<file path="src/rtl/dac_spi_pkg.sv">
// Shared definitions for the DAC serial-link frame receiver.
// Frame layout (MSB first): [15:14] don't-care, [13:12] power-down mode, [11:0] DAC code.
package dac_spi_pkg;

    localparam int unsigned FRAME_BITS_DEF  = 16;
    localparam int unsigned SYNC_STAGES_DEF = 2;
    localparam int unsigned TIMEOUT_CYC_DEF = 1000;

    localparam int unsigned DATA_W = 12;
    localparam int unsigned PD_LSB = 12;
    localparam int unsigned PD_MSB = 13;

    typedef enum logic [1:0] {
        PD_NORMAL = 2'b00,
        PD_1K     = 2'b01,
        PD_100K   = 2'b10,
        PD_HIZ    = 2'b11
    } pd_mode_t;

    typedef enum logic [1:0] {
        IDLE,
        SHIFT,
        HOLD
    } rx_state_t;

    // Increment that sticks at all-ones.
    function automatic logic [15:0] sat_inc16(input logic [15:0] v);
        return (v == '1) ? v : v + 16'd1;
    endfunction

endpackage

</file>
<file path="src/rtl/dac_spi_rx_if.sv">
// Serial-link inputs and received-frame output handshake of dac_spi_rx.
// DAC_RX_STATS_EN adds the frame_cnt / err_cnt statistics outputs.
interface dac_spi_rx_if;

    logic                            sclk;
    logic                            sync;
    logic                            dac_din;
    logic [dac_spi_pkg::DATA_W-1:0]  out_data;
    logic [1:0]                      out_pd;
    logic                            out_valid;
    logic                            out_ready;
    logic                            frame_err;
    logic                            timeout_err;
    logic                            overrun;
`ifdef DAC_RX_STATS_EN
    logic [15:0]                     frame_cnt;
    logic [15:0]                     err_cnt;
`endif

    // Receiver side
    modport slave (
        input  sclk, sync, dac_din, out_ready,
        output out_data, out_pd, out_valid, frame_err, timeout_err, overrun
`ifdef DAC_RX_STATS_EN
        , output frame_cnt, err_cnt
`endif
    );

    // Link driver / frame consumer side
    modport master (
        output sclk, sync, dac_din, out_ready,
        input  out_data, out_pd, out_valid, frame_err, timeout_err, overrun
`ifdef DAC_RX_STATS_EN
        , input frame_cnt, err_cnt
`endif
    );

endinterface

</file>
<file path="src/rtl/dac_spi_rx_edge_sync.sv">
// Multi-flop synchroniser for one asynchronous line, with rise/fall detect
// against a one-cycle delayed copy of the synchronised level.
module spi_edge_sync #(
    parameter int unsigned STAGES = 2
) (
    input  logic clk_in,
    input  logic rst,
    input  logic async_in,
    output logic level,
    output logic rise,
    output logic fall
);

    logic [STAGES-1:0] chain_q;
    logic              prev_q;
    logic [STAGES:0]   settle_q;

    // Chain and delayed copy load idle-high; edges are masked until the chain
    // has been refilled from the pin after reset, so a line already low at
    // reset release does not look like a fresh falling edge.
    always_ff @(posedge clk_in) begin
        if (rst) begin
            chain_q  <= '1;
            prev_q   <= 1'b1;
            settle_q <= '0;
        end else begin
            chain_q  <= {chain_q[STAGES-2:0], async_in};
            prev_q   <= chain_q[STAGES-1];
            settle_q <= {settle_q[STAGES-1:0], 1'b1};
        end
    end

    assign level = chain_q[STAGES-1];
    assign rise  = settle_q[STAGES] &  chain_q[STAGES-1] & ~prev_q;
    assign fall  = settle_q[STAGES] & ~chain_q[STAGES-1] &  prev_q;

endmodule

</file>
<file path="src/rtl/dac_spi_rx.sv">
// Receiver for 16-bit DAC serial frames observed on sclk/sync/dac_din,
// oversampled on clk_in and presented on a valid/ready output register.
// Optional build macro: DAC_RX_STATS_EN (adds frame_cnt / err_cnt).
module dac_spi_rx
    import dac_spi_pkg::*;
#(
    parameter int unsigned FRAME_BITS  = FRAME_BITS_DEF,
    parameter int unsigned SYNC_STAGES = SYNC_STAGES_DEF,
    parameter int unsigned TIMEOUT_CYC = TIMEOUT_CYC_DEF
) (
    input  logic         clk_in,
    input  logic         rst,
    dac_spi_rx_if.slave  bus
);

    localparam int unsigned CNT_W = $clog2(FRAME_BITS + 1);
    localparam int unsigned TMO_W = $clog2(TIMEOUT_CYC + 1);
    localparam logic [CNT_W-1:0] LAST_BIT = CNT_W'(FRAME_BITS - 1);
    localparam logic [TMO_W-1:0] TMO_LAST = TMO_W'(TIMEOUT_CYC - 1);

    logic sclk_fall, sclk_level_unused, sclk_rise_unused;
    logic sync_s, sync_rise, sync_fall;
    logic din_s, din_rise_unused, din_fall_unused;

    spi_edge_sync #(.STAGES(SYNC_STAGES)) u_sclk_sync (
        .clk_in(clk_in), .rst(rst), .async_in(bus.sclk),
        .level(sclk_level_unused), .rise(sclk_rise_unused), .fall(sclk_fall)
    );

    spi_edge_sync #(.STAGES(SYNC_STAGES)) u_sync_sync (
        .clk_in(clk_in), .rst(rst), .async_in(bus.sync),
        .level(sync_s), .rise(sync_rise), .fall(sync_fall)
    );

    spi_edge_sync #(.STAGES(SYNC_STAGES)) u_din_sync (
        .clk_in(clk_in), .rst(rst), .async_in(bus.dac_din),
        .level(din_s), .rise(din_rise_unused), .fall(din_fall_unused)
    );

    rx_state_t              state_q, state_n;
    logic [FRAME_BITS-1:0]  shift_q;
    logic [CNT_W-1:0]       bit_cnt_q;
    logic [TMO_W-1:0]       tmo_q;
    logic                   frame_done_q, frame_err_q, timeout_err_q;
    logic                   clear_cnt, do_shift, tmo_inc, done_n, ferr_n, terr_n;

    // Leading don't-care bits of the frame; shifted through but never decoded.
    logic [FRAME_BITS-PD_MSB-2:0] hdr_unused;
    assign hdr_unused = shift_q[FRAME_BITS-1:PD_MSB+1];

    // Frame state register.
    always_ff @(posedge clk_in) begin
        if (rst) state_q <= IDLE;
        else     state_q <= state_n;
    end

    // Next-state and datapath controls for the frame FSM.
    always_comb begin
        state_n   = state_q;
        clear_cnt = 1'b0;
        do_shift  = 1'b0;
        tmo_inc   = 1'b0;
        done_n    = 1'b0;
        ferr_n    = 1'b0;
        terr_n    = 1'b0;
        unique case (state_q)
            IDLE: begin
                if (sync_fall) begin
                    state_n   = SHIFT;
                    clear_cnt = 1'b1;
                end
            end
            SHIFT: begin
                if (sync_rise) begin
                    ferr_n  = 1'b1;
                    state_n = IDLE;
                end else if (sclk_fall && !sync_s) begin
                    do_shift = 1'b1;
                    if (bit_cnt_q == LAST_BIT) begin
                        done_n  = 1'b1;
                        state_n = HOLD;
                    end
                end else if (tmo_q == TMO_LAST) begin
                    terr_n  = 1'b1;
                    state_n = HOLD;
                end else begin
                    tmo_inc = 1'b1;
                end
            end
            HOLD: begin
                if (sync_rise) state_n = IDLE;
            end
            default: state_n = IDLE;
        endcase
    end

    // Shift register, bit/timeout counters and registered event pulses.
    always_ff @(posedge clk_in) begin
        if (rst) begin
            shift_q       <= '0;
            bit_cnt_q     <= '0;
            tmo_q         <= '0;
            frame_done_q  <= 1'b0;
            frame_err_q   <= 1'b0;
            timeout_err_q <= 1'b0;
        end else begin
            frame_done_q  <= done_n;
            frame_err_q   <= ferr_n;
            timeout_err_q <= terr_n;
            if (clear_cnt) begin
                bit_cnt_q <= '0;
                tmo_q     <= '0;
            end else if (do_shift) begin
                shift_q   <= {shift_q[FRAME_BITS-2:0], din_s};
                bit_cnt_q <= bit_cnt_q + 1'b1;
                tmo_q     <= '0;
            end else if (tmo_inc) begin
                tmo_q <= tmo_q + 1'b1;
            end
        end
    end

    logic [DATA_W-1:0] data_q;
    logic [1:0]        pd_q;
    logic              valid_q, overrun_q;

    // Output register: load on frame_done when empty or being drained this
    // cycle, otherwise drop the new frame and flag overrun.
    always_ff @(posedge clk_in) begin
        if (rst) begin
            data_q    <= '0;
            pd_q      <= '0;
            valid_q   <= 1'b0;
            overrun_q <= 1'b0;
        end else begin
            overrun_q <= 1'b0;
            if (frame_done_q) begin
                if (!valid_q || bus.out_ready) begin
                    data_q  <= shift_q[DATA_W-1:0];
                    pd_q    <= shift_q[PD_MSB:PD_LSB];
                    valid_q <= 1'b1;
                end else begin
                    overrun_q <= 1'b1;
                end
            end else if (valid_q && bus.out_ready) begin
                valid_q <= 1'b0;
            end
        end
    end

    assign bus.out_data    = data_q;
    assign bus.out_pd      = pd_q;
    assign bus.out_valid   = valid_q;
    assign bus.frame_err   = frame_err_q;
    assign bus.timeout_err = timeout_err_q;
    assign bus.overrun     = overrun_q;

`ifdef DAC_RX_STATS_EN
    logic [15:0] frame_cnt_q, err_cnt_q;

    // Saturating counters of completed frames (overruns included) and errors.
    always_ff @(posedge clk_in) begin
        if (rst) begin
            frame_cnt_q <= '0;
            err_cnt_q   <= '0;
        end else begin
            if (frame_done_q)                 frame_cnt_q <= sat_inc16(frame_cnt_q);
            if (frame_err_q || timeout_err_q) err_cnt_q   <= sat_inc16(err_cnt_q);
        end
    end

    assign bus.frame_cnt = frame_cnt_q;
    assign bus.err_cnt   = err_cnt_q;
`endif

endmodule

</file>
<file path="src/flat_wrapper.sv">
// flat-port wrapper written by rule: the top's interface ports become plain ports
module dac_spi_rx_flat import dac_spi_pkg::*;
#(
    parameter int unsigned FRAME_BITS  = FRAME_BITS_DEF,
    parameter int unsigned SYNC_STAGES = SYNC_STAGES_DEF,
    parameter int unsigned TIMEOUT_CYC = TIMEOUT_CYC_DEF
)
  (clk_in, rst, bus_sclk, bus_sync, bus_dac_din, bus_out_ready, bus_out_data, bus_out_pd, bus_out_valid, bus_frame_err, bus_timeout_err, bus_overrun);
  dac_spi_rx_if bus_i ();
  input  logic clk_in;
  input  logic rst;
  input wire logic [$bits(bus_i.sclk)-1:0] bus_sclk;
  input wire logic [$bits(bus_i.sync)-1:0] bus_sync;
  input wire logic [$bits(bus_i.dac_din)-1:0] bus_dac_din;
  input wire logic [$bits(bus_i.out_ready)-1:0] bus_out_ready;
  output wire logic [$bits(bus_i.out_data)-1:0] bus_out_data;
  output wire logic [$bits(bus_i.out_pd)-1:0] bus_out_pd;
  output wire logic [$bits(bus_i.out_valid)-1:0] bus_out_valid;
  output wire logic [$bits(bus_i.frame_err)-1:0] bus_frame_err;
  output wire logic [$bits(bus_i.timeout_err)-1:0] bus_timeout_err;
  output wire logic [$bits(bus_i.overrun)-1:0] bus_overrun;
  assign bus_i.sclk = bus_sclk;
  assign bus_i.sync = bus_sync;
  assign bus_i.dac_din = bus_dac_din;
  assign bus_i.out_ready = bus_out_ready;
  assign bus_out_data = bus_i.out_data;
  assign bus_out_pd = bus_i.out_pd;
  assign bus_out_valid = bus_i.out_valid;
  assign bus_frame_err = bus_i.frame_err;
  assign bus_timeout_err = bus_i.timeout_err;
  assign bus_overrun = bus_i.overrun;
  dac_spi_rx #(.FRAME_BITS(FRAME_BITS), .SYNC_STAGES(SYNC_STAGES), .TIMEOUT_CYC(TIMEOUT_CYC)) u_core (.clk_in(clk_in), .rst(rst), .bus(bus_i));
endmodule
</file>
<file path="config.mk">
export PLATFORM = sky130hd
export DESIGN_NAME = dac_spi_rx_flat
export DESIGN_NICKNAME = d
export VERILOG_FILES = /design/src/rtl/dac_spi_pkg.sv /design/src/rtl/dac_spi_rx_if.sv /design/src/rtl/dac_spi_rx_edge_sync.sv /design/src/rtl/dac_spi_rx.sv /design/src/flat_wrapper.sv
export SDC_FILE = /design/constraint.sdc
export NUM_CORES = 1
export LEC_CHECK = 0
export CAP_MARGIN = 20
export CORE_ASPECT_RATIO = 1.1
export CORE_MARGIN = 2
export CORE_UTILIZATION = 45
export DETAILED_ROUTE_END_ITERATION = 10
export MAX_ROUTING_LAYER = met4
export PLACE_DENSITY = 0.63
export SLEW_MARGIN = 10
export SYNTH_ARGS = -nofsm -noshare
export SYNTH_HDL_FRONTEND = slang
export SYNTH_SLANG_ARGS = --single-unit
</file>
<file path="constraint.sdc">
create_clock -name clk_in -period 2.1 [get_ports clk_in]
set_clock_uncertainty 0.1 [all_clocks]
set_input_delay 0.42 -clock clk_in [delete_from_list [all_inputs] [get_ports clk_in]]
set_output_delay 0.42 -clock clk_in [all_outputs]
set_load 0.05 [all_outputs]
</file>
==> results of run 1 <==
## layer usage
layer	global-route usage [%]	part of all wire [%]	wire length (µm)
met1	20.3	50	2040
met2	24.5	45	1830
met3	6.09	4.3	175
met4	7.36	1.3	55
met5	-	0	0
## where the power goes
part,switching (µW),leakage (µW),internal (µW),total [µW]
clock network,413,0.0000881,475,889
registers,5.51,0.000494,1170,1170
logic,23.8,0.000340,20.9,44.6
total,443,0.000922,1660,2110
## placed cells by master (no fill, tap or decap), drive strengths merged, types with 3 or more instances in the layout
cell | Yosys | layout
buf | 4 | 6
nor4 | 3 | 3
inv | 5 | 5
nand2 | 63 | 63
xnor2 | 4 | 4
nand2b | 5 | 5
or4 | 4 | 4
or3 | 4 | 4
nor2 | 9 | 9
clkdlybuf4s50 | 0 | 23
or2 | 8 | 8
ha | 3 | 3
o21ai | 5 | 5
dfxtp | 61 | 61
nand3 | 6 | 6
nor3 | 5 | 5
a21oi | 38 | 38
clkbuf | 6 | 12
## layout make-up
class	count	area, µm²	area share [%]
Tap cell	58	72.6	2.62
Sequential cell	61	1220	44.1
Timing Repair Buffer	29	275	9.93
Clock buffer	12	155	5.60
Inverter	5	18.8	0.677
Multi-Input combinational cell	186	1020	36.7
Clock inverter	2	10.0	0.361
## registers in the layout, indices dropped and copies added, names as in the netlist
register	cells
u_core.shift_q	14
u_core.bus.out_data	12
u_core.tmo_q	10
u_core.bit_cnt_q	5
u_core.bus.out_pd	2
u_core.state_q	2
u_core.u_din_sync.chain_q	2
u_core.u_sclk_sync.chain_q	2
u_core.u_sclk_sync.settle_q	2
u_core.u_sync_sync.chain_q	2
u_core.bus.frame_err	1
u_core.bus.out_valid	1
u_core.bus.overrun	1
u_core.bus.timeout_err	1
u_core.frame_done_q	1
u_core.u_sclk_sync.prev_q	1
u_core.u_sync_sync.prev_q	1
u_core.u_sync_sync.settle_q	1
## worst paths after layout
path	from	end	slack (ps)	depth (start not counted)
worst min-delay path	u_core.u_din_sync.chain_q[0]	u_core.u_din_sync.chain_q[1]	310	1
worst min register to register	u_core.u_din_sync.chain_q[0]	u_core.u_din_sync.chain_q[1]	310	1
worst max register to register	u_core.u_sync_sync.chain_q[1]	u_core.tmo_q[9]	250	4
worst max-delay path	u_core.bus.out_data[6]	bus_out_data[6]	120	1
## logic make-up after synthesis
kind of cell	Yosys count	synth area share, %
AND/OR/NAND/NOR	125	28.0
flip-flops	61	53.2
AO/OA/AOI/OAI	52	12.4
buffers and inverters	15	2.51
XOR/XNOR	6	2.29
adder cells (fa/ha/maj)	3	1.63
## per-stage QoR
| step | cells | util, % | cell area [µm²] | hold WS, ps |
|---|---|---|---|---|
| 4_1_cts | 353 | 55.8 | 2770 | 310 |
| 3_5_place_dp | 339 | 52.5 | 2610 | 294 |
| 6_report | 353 | 55.8 | 2770 | 308 |
| 5_1_grt | 353 | 55.8 | 2770 | 314 |
| 3_3_place_gp | 339 | 52.5 | 2610 | 292 |
| 2_1_floorplan | 262 | - | 2300 | 289 |
==> out/results.md, run 1 <==
| Parameter | This run |
|---|---|
| Antenna Nets Post-Route | 0 |
| Maximum fanout encountered on the critical timing path | 2 |
| Syn nets | 271 |
| Slew Viols, Final | 0 |
| Actual transition at the worst max-transition pin | 498 ps |
| Gates resized, CTS repair | 0 |
| Required time reported for the critical path endpoint | 1580 ps |
| Area enclosed by the die boundary | 5690 µm² |
| DRT Pass-1 Iters | 4 |
| Number of distinct library cells after synthesis | 42 |
| Layout filler cell count | 489 |
| Post-route fraction of the period consumed by the critical path | 94.4% |
| Final layout net count | 301 |
| Main synth FF type | dfxtp_1 |
| Std-Cell Core Area | 4970 µm² |
| Count of unresolved DRC violations after routing | 0 |
| Global-route wire length before repair | 7.19 mm |
| Largest vdd supply drop | 0.401 mV |
| GRT overflow | 0 |
| Share of synthesized area occupied by flip-flops and latches | 53.2% |
| I/O pin count | 24 |
| Worst path slowest cell | clkdlybuf4s50_1 |
| Endpoint class of the critical path | output pin |
| Max transition margin | 66.7% |
| Number of flops mapped to enable cells by yosys | 0 |
| Antenna diode count | 0 |
| Number of buffers added for setup after CTS | 0 |
| FFs w/ async S/R, synth | 0% |
| Result of the run | complete, no violations |
| Post-synthesis to final-layout area growth | 20.6% |
| Number of global-route vias before repair | 1662 |
| RSZ-0062 raised after global routing | no |
| Fin worst setup slack | 118 ps |
| Top cells by count, synth | 63 x nand2_1, 61 x dfxtp_1, 38 x a21oi_1 |
| Die Height | 78.9 µm |
| Standby leakage power | 0.000922 µW |
| Post-synth top area cell | dfxtp_1 |
| Critical path class | reg -> out |
| Most used standard cell by instance count after synthesis | nand2_1 |
| Accumulated negative setup slack | 0 ps |
| CP cell instances | clkdlybuf4s50_1 |
| Setup Viol. Count Final | 0 |
| Tot Pwr | 2110 µW |
| CTS tree | yes |
| Fraction of layout cells with a size suffix above 1 | 11.9% |
| CP top delay family | buffers and inverters |
| Post-synthesis area per instance | 8.77 µm² |
| Horizontal die dimension | 72.1 µm |
| Max-capacitance violation count | 0 |
| Min-Delay Path Class | reg -> reg |
| Clock Latency Late Sink | 330 ps |
| Average wire per standard cell | 11.6 µm |
| Area share of the leading cell type in the synthesized netlist | 53.2% |
| GRT Util Overall | 16.6% |
| I/O Buffers | 23 |
| H-tree levels | 3 |
| Pwr per Cell Area | 760 nW/µm² |
| Number of warnings printed during yosys synthesis | 0 |
| Number of buffers and inverters on the critical path | 1 |
| Number of buffers inserted by hold repair at cts | 0 |
| Final number of hold-violating endpoints | 0 |
| Drt total wl | 4.10 mm |
| Post-synthesis instance total | 262 |
| Last weighted congestion value of the routability-driven placer | 0.749 |
| Clock buffer count from CTS | 9 |
| Total number of vias | 1800 |
| Initial detailed-routing violation count | 71 |
| Shortest clock period the worst path allows after layout | 1980 ps |
| Antenna violations before repair | 0 |
| Per-cell via count in the routed design | 5.10 |
| Largest stage delay, worst path | 800 ps |
| Clk root buf | clkbuf_8 |
| Initial cell density of the core | 46.3% |
| Synth area leaders | dfxtp_1 53%, nand2_1 10%, a21oi_1 8.3% |
| Arrival time at the worst endpoint | 1460 ps |
| Startpoint type of the worst setup path | register |
| Deepest clock path buffer count | 2 |
| Highest achievable clock rate | 0.504 GHz |
| Half-perimeter wire length of the detailed placement result | 2.72 mm |
| Netlist area before placement | 2300 µm² |
| Maximum number of pins on one net before global-route repair | 46 |
| Worst slack after detailed placement | 234 ps |
| Clock transition at path regs | 60 ps |
| Clk sinks | 61 |
| Standard-cell rows | 27 |
| FF+latch count, synth | 61 |
Note: power is estimated with default switching activity, not from simulation.
==> run 2: changes to the inputs <==
- CTS_BUF_LIST: unset -> sky130_fd_sc_hd__clkbuf_4
==> run 2 against run 1 <==
  * Utilization decreased by 0.96 points
  * Critical endpoint is now bus_out_data[4]
  * Largest cell class unchanged
  * Global-route usage decreased by 0.082 points
  * First-iteration DRC count increased by 15%
  * Register-to-register slack about the same
  * Non-clock buffer count unchanged
  * Routed wire length about the same
  * Hold slack improved by 7.0 ps
  * Cell count unchanged
==> out/results.md, run 2 (same netlist as run 1, synthesis figures left out) <==
| Parameter | This run | Delta |
|---|---|---|
| Clock buffer count from CTS | 9 | unchanged |
| Layout filler cell count | 488 | -0.20% |
| Total number of vias | 1798 | -0.11% |
| RSZ-0062 raised after global routing | no |  |
| Highest achievable clock rate | 0.490 GHz | -2.8% |
| Antenna Nets Post-Route | 0 | unchanged |
| Slew Viols, Final | 0 | unchanged |
| Last weighted congestion value of the routability-driven placer | 0.749 | unchanged |
| Top library cells by usage in the layout, fill and taps aside | 63 x nand2_1, 61 x dfxtp_1, 38 x a21oi_1, 13 x clkdlybuf4s50_1 |  |
| Number of buffers added for setup after CTS | 0 | unchanged |
| Register-to-register setup slack | 240 ps | about the same |
| Clk root buf | clkbuf_4 |  |
| Critical path class | reg -> out |  |
| Drt total wl | 4.10 mm | about the same |
| Arrival time at the worst endpoint | 1520 ps | +60 ps |
| Initial detailed-routing violation count | 82 | +15% |
| GRT overflow | 0 | unchanged |
| Pwr per Cell Area | 672 nW/µm² | -12% |
| Fraction of layout cells with a size suffix above 1 | 11.5% | -0.34 points |
| H-tree levels | 3 | unchanged |
| Clk sinks | 61 | unchanged |
| Number of buffers inserted by hold repair at cts | 0 | unchanged |
| Top register by number of flip-flops | u_core.shift_q |  |
| Antenna violations before repair | 0 | unchanged |
| CP top delay family | buffers and inverters |  |
| I/O pin count | 24 | unchanged |
| Final layout net count | 301 | unchanged |
| Hold path cells | 1 | unchanged |
| Worst path slowest cell | clkdlybuf4s50_1 |  |
| CP cell instances | clkdlybuf4s50_1 |  |
| GRT Util Overall | 16.5% | -0.082 points |
| Launch instance of the worst min-delay path | u_core.u_sclk_sync.chain_q[0] |  |
| Standby leakage power | 0.00108 µW | +17% |
| I/O Buffers | 23 | unchanged |
| Clock transition at path regs | 100 ps | +40 ps |
| Standard-cell rows | 27 | unchanged |
| Final number of hold-violating endpoints | 0 | unchanged |
| Crit Reg-Reg Endpoint | u_core.tmo_q[9] |  |
| Startpoint type of the worst setup path | register |  |
| Largest register FFs | 14 | unchanged |
| Max-capacitance violation count | 0 | unchanged |
| CTS tree | yes |  |
| Area enclosed by the die boundary | 5690 µm² | unchanged |
| Largest stage delay, worst path | 790 ps | about the same |
| Max transition margin | 66.3% | -0.41 points |
| Std-Cell Core Area | 4970 µm² | unchanged |
| Setup Viol. Count Final | 0 | unchanged |
| Required time reported for the critical path endpoint | 1580 ps | about the same |
| Maximum fanout encountered on the critical timing path | 2 | unchanged |
| Endpoint class of the critical path | output pin |  |
| Largest vdd supply drop | 0.381 mV | -4.9% |
| Min-Delay Path Class | reg -> reg |  |
| Average wire per standard cell | 11.6 µm | about the same |
| FF-to-FF path depth | 4 | unchanged |
| Deepest clock path buffer count | 2 | unchanged |
| Post-route fraction of the period consumed by the critical path | 97.1% | +2.7 points |
| Clock Latency Late Sink | 390 ps | +60 ps |
| DRT Pass-1 Iters | 4 | unchanged |
| Post-synthesis to final-layout area growth | 18.6% |  |
| Horizontal die dimension | 72.1 µm | unchanged |
| Shortest clock period the worst path allows after layout | 2040 ps | +57.3 ps |
| Commonest non-fill, non-tap cell in the layout | nand2_1 |  |
| Antenna diode count | 0 | unchanged |
| Per-cell via count in the routed design | 5.09 | -0.11% |
| Count of unresolved DRC violations after routing | 0 | unchanged |
| Accumulated negative setup slack | 0 ps | unchanged |
| Number of buffers and inverters on the critical path | 1 | unchanged |
| Die Height | 78.9 µm | unchanged |
| Timing startpoint of the critical path | u_core.bus.out_data[4] |  |
| Global-route wire length before repair | 7.20 mm | +0.19% |
| Tot Pwr | 1830 µW | -13% |
| Gates resized, CTS repair | 0 | unchanged |
| Actual transition at the worst max-transition pin | 505 ps | +6.89 ps |
| Result of the run | complete, no violations |  |
| Maximum number of pins on one net before global-route repair | 46 | unchanged |
| Hold path endpoint | u_core.u_sclk_sync.chain_q[1] |  |
| Initial cell density of the core | 46.3% | unchanged |
| Half-perimeter wire length of the detailed placement result | 2.72 mm | unchanged |
| Worst flop-to-flop path startpoint | u_core.u_sync_sync.chain_q[1] |  |
| Number of global-route vias before repair | 1666 | +0.24% |
-- run 2: metal layers --
layer,share of wire (%),GRT usage [%],vias up
li1,-,-,955
met1,50,20.4,814
met2,45,24.4,25
met3,4.0,5.33,4
met4,1.1,7.92,0
met5,0,-,-
-- run 2: worst max path at each step --
stage                 endpoint  slack (ps)  cells past startpoint
6_report       bus_out_data[4]          60                      1
5_1_grt        bus_out_data[9]         0.4                      1
4_1_cts        bus_out_data[6]          20                      1
3_5_place_dp   u_core.tmo_q[2]         230                      4
3_3_place_gp   u_core.tmo_q[1]         250                      4
2_1_floorplan  u_core.tmo_q[7]         380                      4
-- run 2: report_power, final --
group / switching [µW] / leakage [µW] / total (µW) / internal (µW)
Clock: 382 / 0.0000570 / 615 / 232
Combinational: 23.8 / 0.000528 / 44.7 / 20.8
Sequential: 5.55 / 0.000494 / 1170 / 1170
Total: 412 / 0.00108 / 1830 / 1420
-- run 2: cell type report --
cell class | count | area [µm²] | area share, %
timing repair buffer | 29 | 300 | 11.0
sequential | 61 | 1220 | 44.8
clock buffer | 10 | 75.1 | 2.76
clock inverter | 4 | 17.5 | 0.643
tap | 58 | 72.6 | 2.66
multi-input combinational | 186 | 1020 | 37.4
inverter | 5 | 18.8 | 0.689
-- run 2: per-stage QoR --
step / setup slack [ps] / hold WS, ps / cell area (µm²) / utilization (%) / std cells
floorplan: 378 / 289 / 2300 / - / 262
global placement: 246 / 292 / 2610 / 52.5 / 339
detailed placement: 234 / 294 / 2610 / 52.5 / 339
CTS: 15.4 / 318 / 2700 / 54.3 / 353
global route: 0.449 / 321 / 2720 / 54.9 / 353
finish: 60.4 / 315 / 2720 / 54.9 / 353
==> run 3: changes to the inputs <==
- CORE_ASPECT_RATIO: 1.1 -> unset
==> run 3 against run 2 <==
  * Global-route usage is 0.73 points higher
  * Combinational power barely moved
  * Utilization up 0.17 points
  * Cell count is 3.7% higher
  * Clock power grew 0.8%
  * Register-to-register slack barely moved
  * Setup slack worse by 1.5 ps
  * Flip-flop and latch count did not move
  * First-iteration DRC count shrank 23%
  * Die area hardly changed
  * Hold slack better by 0.72 ps
  * Sequential power about the same
  * Critical endpoint is now bus_out_valid
  * Largest power group unchanged
==> out/results.md, run 3 (same netlist as run 1, synthesis figures left out) <==
| Parameter | This run | Delta |
|---|---|---|
| Std-Cell Core Area | 5010 µm² | +0.88% |
| Actual transition at the worst max-transition pin | 501 ps | -3.87 ps |
| Instance count after placement with tap cells included | 352 | +3.8% |
| Commonest non-fill, non-tap cell in the layout | nand2_1 |  |
| Final core area utilization | 55.0% | +0.17 points |
| Top library cells by usage in the layout, fill and taps aside | 63 x nand2_1, 61 x dfxtp_1, 38 x a21oi_1, 14 x dlymetal6s2s_1, 10 x clkbuf_4 |  |
| Area enclosed by the die boundary | 5690 µm² | about the same |
| Accumulated negative setup slack | 0 ps | unchanged |
| Antenna Nets Post-Route | 0 | unchanged |
| Die Height | 75.5 µm | -4.4% |
| Result of the run | complete, no violations |  |
| Clk root buf | clkbuf_4 |  |
| Setup Viol. Count Final | 0 | unchanged |
| Min-Delay Path Class | reg -> reg |  |
| Standard-cell rows | 26 | -3.7% |
| Slew Viols, Final | 0 | unchanged |
| Startpoint type of the worst setup path | register |  |
| CP top delay family | buffers and inverters |  |
| Shortest clock period the worst path allows after layout | 2040 ps | +1.45 ps |
| Initial cell density of the core | 45.9% | -0.40 points |
| Worst path slowest cell | clkdlybuf4s50_1 |  |
| Highest achievable clock rate | 0.490 GHz | about the same |
| GRT overflow | 0 | unchanged |
| Arrival time at the worst endpoint | 1520 ps | about the same |
| I/O Buffers | 23 | unchanged |
| Standby leakage power | 0.00116 µW | +7.3% |
| Number of buffers and inverters on the critical path | 1 | unchanged |
| Maximum fanout encountered on the critical timing path | 2 | unchanged |
| Global-route wire length before repair | 7.07 mm | -1.8% |
| I/O pin count | 24 | unchanged |
| Total number of vias | 1814 | +0.89% |
| Average wire per standard cell | 11.6 µm | about the same |
| Register-to-register setup slack | 250 ps | about the same |
| Clock transition at path regs | 90 ps | about the same |
| Timing startpoint of the critical path | u_core.bus.out_valid |  |
| GRT Util Overall | 17.3% | +0.73 points |
| CP Depth | 1 | unchanged |
| RSZ-0062 raised after global routing | no |  |
| Initial detailed-routing violation count | 63 | -23% |
| Max-capacitance violation count | 0 | unchanged |
| Max transition margin | 66.5% | +0.26 points |
| Number of global-route vias before repair | 1633 | -2.0% |
| CP cell instances | clkdlybuf4s50_1 |  |
| Largest stage delay, worst path | 800 ps | about the same |
| Antenna diode count | 0 | unchanged |
| Worst setup path end | bus_out_valid |  |
| Last weighted congestion value of the routability-driven placer | 0.769 | +2.7% |
| Maximum number of pins on one net before global-route repair | 46 | unchanged |
| CTS tree | yes |  |
| Top register by number of flip-flops | u_core.shift_q |  |
| Clock Latency Late Sink | 390 ps | about the same |
| Pwr per Cell Area | 666 nW/µm² | -0.84% |
| Drt total wl | 4.25 mm | +3.7% |
| Largest vdd supply drop | 0.305 mV | -20% |
| Final Non-Filler Cells | 366 | +3.7% |
| Crit Reg-Reg Endpoint | u_core.tmo_q[7] |  |
| Largest register FFs | 14 | unchanged |
| Post-synthesis to final-layout area growth | 20.0% |  |
| Deepest clock path buffer count | 2 | unchanged |
| Hold_ws | 316 ps | +0.718 ps |
| Post-route fraction of the period consumed by the critical path | 97.2% | about the same |
| Required time reported for the critical path endpoint | 1580 ps | about the same |
| Final layout net count | 302 | +0.33% |
| Half-perimeter wire length of the detailed placement result | 2.84 mm | +4.4% |
| Worst slack after detailed placement | 240 ps | +6.11 ps |
| Count of unresolved DRC violations after routing | 0 | unchanged |
| Number of buffers inserted by hold repair at cts | 0 | unchanged |
| Horizontal die dimension | 75.5 µm | +4.6% |
| Final number of hold-violating endpoints | 0 | unchanged |
| Clk sinks | 61 | unchanged |
| Clock buffer count from CTS | 9 | unchanged |
| Endpoint class of the critical path | output pin |  |
| DRT Pass-1 Iters | 4 | unchanged |
| H-tree levels | 3 | unchanged |
| Worst flop-to-flop path startpoint | u_core.u_sync_sync.chain_q[1] |  |
| Per-cell via count in the routed design | 4.96 | -2.7% |
| Fin worst setup slack | 58.9 ps | -1.45 ps |
| Critical path class | reg -> out |  |
| Antenna violations before repair | 0 | unchanged |
| Fraction of layout cells with a size suffix above 1 | 11.8% | +0.30 points |
| FF-to-FF path depth | 4 | unchanged |
-- run 3: power by group --
part | switching (µW) | total (µW) | leakage, µW | internal, µW
Clock | 388 | 620 | 0.0000570 | 232
Combinational | 23.3 | 44.4 | 0.000607 | 21.2
Sequential | 6.16 | 1170 | 0.000494 | 1170
Total | 418 | 1840 | 0.00116 | 1420
-- run 3: metal layers --
metal | vias to the layer above | track usage, % | wire, µm
met4 | 0 | 10.5 | 91
met3 | 8 | 4.76 | 128
met2 | 21 | 26.6 | 1960
li1 | 952 | - | -
met5 | - | - | 0
met1 | 833 | 20.0 | 2070
-- run 3: stage by stage --
| step | instance area [µm²] | power [µW] |
|---|---|---|
| final | 2760 | 1840 |
| after global routing | 2760 | 1910 |
| after CTS | 2720 | 1860 |
| after detailed placement | 2630 | 1240 |
| after global placement | 2630 | 1240 |
| after floorplan | 2300 | 1230 |
-- run 3: how the worst min path moves through the flow --
stage	startpoint	end	cells past startpoint	slack, ps
2_1_floorplan	u_core.u_din_sync.chain_q[0]	u_core.u_din_sync.chain_q[1]	1	290
3_3_place_gp	u_core.u_sync_sync.chain_q[0]	u_core.u_sync_sync.chain_q[1]	1	290
3_5_place_dp	u_core.u_sync_sync.chain_q[0]	u_core.u_sync_sync.chain_q[1]	1	300
4_1_cts	u_core.u_sync_sync.chain_q[0]	u_core.u_sync_sync.chain_q[1]	1	320
5_1_grt	u_core.u_sync_sync.chain_q[0]	u_core.u_sync_sync.chain_q[1]	1	330
6_report	u_core.u_sync_sync.chain_q[0]	u_core.u_sync_sync.chain_q[1]	1	320
-- run 3: what timing repair did --
| item | 4_1_cts | 5_1_grt |
|---|---|---|
| resized for setup | 0 | 14 |
| hold endpoints to repair | 0 | 0 |
| setup buffers | 0 | 0 |
| endpoints found under the setup margin | 0 | 14 |
-- run 3: layout make-up --
class / count / area (µm²)
Tap cell: 70 / 87.6
Multi-Input combinational cell: 186 / 1020
Fill cell: 503 / 2250
Timing Repair Buffer: 30 / 318
Inverter: 5 / 18.8
Clock inverter: 4 / 17.5
Clock buffer: 10 / 75.1
Sequential cell: 61 / 1220
==> patch (config.mk and constraints of run 2) <==
Re-encode `rx_state_t` (3 states) as one-hot, 3 bits wide.
--- a/src/rtl/dac_spi_pkg.sv
+++ b/src/rtl/dac_spi_pkg.sv
@@ -17,10 +17,10 @@
         PD_HIZ    = 2'b11
     } pd_mode_t;
 
-    typedef enum logic [1:0] {
-        IDLE,
-        SHIFT,
-        HOLD
+    typedef enum logic [2:0] {
+        IDLE  = 3'b001,
+        SHIFT = 3'b010,
+        HOLD  = 3'b100
     } rx_state_t;
 
     // Increment that sticks at all-ones.
Formal check against the unedited RTL: no difference found for any inputs over 10 cycles, from zero or initial values and one cycle with rst high; not proved beyond that.
==> patch against run 2 <==
  * Worst hold slack improved by 0.00052 ns
  * Area after synthesis grew 2.0%
  * Final area is 5.5% higher
  * Power up 11%
  * Setup slack got worse by 0.0053 ns
  * Routed wire length is 10% higher
  * Critical path depth is the same
  * Sequential cell count increased by 1
  * Via count up 6.5%
  * Critical path type unchanged
==> patch: results (changes against run 2) <==
[status]
status=completed

[worst_hold_path]
hold_start=u_core.u_din_sync.chain_q[0]
min_to=u_core.u_din_sync.chain_q[1]

[drt]
wl_met2_um=2110  ; +15%
wl_met3_um=139  ; -15%
wl_met1_um=2170  ; +5.7%
vias=1915  ; +6.5%
wirelength_um=4520  ; +10%
highest_layer=met4
drtIter0Drc=113  ; +38%

[grt]
grt_pass1_wl_um=7830  ; +8.7%
grt_max_degree=36  ; -22%
track_usage_pct=18.0  ; +1.4 points
grt_pass1_vias=1801  ; +8.1%

[timing]
tightest_slew_ns=0.562  ; +0.0562 ns

[cells_and_area]
nets=314  ; +4.3%
fillers=485  ; -0.61%
layout-drive-gt1-share_pct=13.5  ; +2.0 points

[critical_path]
r2r_start=u_core.state_q[1]
r2r_slack_ns=0.06  ; -0.18 ns
timing.rr.end=u_core.tmo_q[5]

[power]
peakVddDrop_mv=0.555  ; +46%
leakagePower_nw=1.22  ; +13%

[synth]
synth.distinct_cells=38  ; -9.5%
synthTopCellsByArea=dfxtp_1 53%, nand2_1 11%, a21oi_1 8.5%
ys_seq_area_share_pct=53.0  ; -0.17 points
synth_nets=281  ; +3.7%
synth_commonest_cells=66 x nand2_1, 62 x dfxtp_1, 40 x a21oi_1, 11 x nand3_1, 9 x clkbuf_1

[placement]
hpwl_um=2960  ; +9.0%

## patch: how the worst max path moves through the flow
stage	start	to	slack, ns	depth (start not counted)
floorplan	u_core.state_q[1]	u_core.tmo_q[5]	-0.01	6
global placement	u_core.tmo_q[0]	u_core.state_q[1]	0.07	5
detailed placement	u_core.tmo_q[0]	u_core.state_q[1]	0.10	5
CTS	u_core.bus.out_data[1]	bus_out_data[1]	0.006	1
global route	u_core.tmo_q[0]	u_core.state_q[2]	-0.02	5
finish	u_core.bus.out_pd[0]	bus_out_pd[0]	0.06	1
## patch: timing repair
| item | CTS | global route |
|---|---|---|
| hold buffers | 0 | 0 |
| resized for setup | 0 | 18 |
| setup endpoints to repair | 0 | 27 |
| hold endpoints to repair | 0 | 0 |
| buffers inserted | 0 | 0 |
## patch: where the power goes
| group | internal [mW] | switching (mW) | leakage, nW | total (mW) |
|---|---|---|---|---|
| Clock | 0.381 | 0.413 | 0.0719 | 0.794 |
| Combinational | 0.0210 | 0.0247 | 0.643 | 0.0457 |
| Sequential | 1.18 | 0.00474 | 0.502 | 1.19 |
| Total | 1.59 | 0.443 | 1.22 | 2.03 |
## patch: cells by family (layout without fill, tap and decap cells)
group | Yosys count | after routing | synth area share, %
adder cells (fa/ha/maj) | 3 | 3 | 1.60
buffers and inverters | 20 | 58 | 3.31
AO/OA/AOI/OAI | 55 | 55 | 13.3
XOR/XNOR | 4 | 4 | 1.50
AND/OR/NAND/NOR | 128 | 128 | 27.3
flip-flops | 62 | 62 | 53.0
## patch: metal layers
metal  global-route usage (%)  vias up
met3                     4.17       11
met1                     21.5      865
met2                     27.4       30
met5                        -        -
met4                     10.9        0
li1                         -     1009
## patch: final cells by class
type	count	share of cell area, %
timing repair buffer	35	12.4
sequential	62	43.3
clock inverter	5	1.74
inverter	7	0.914
multi-input combinational	190	36.3
tap	58	2.53
clock buffer	11	2.87
## patch: through the flow
step / area (um^2) / power, mW / hold slack, ns / instances / setup slack (ns)
floorplan: 2360 / 1.24 / 0.289 / 272 / -0.0102
global placement: 2690 / 1.26 / 0.292 / 352 / 0.0731
detailed placement: 2690 / 1.26 / 0.292 / 352 / 0.101
CTS: 2820 / 2.05 / 0.315 / 368 / 0.00639
global route: 2870 / 2.11 / 0.327 / 368 / -0.0166
finish: 2870 / 2.03 / 0.315 / 368 / 0.0551
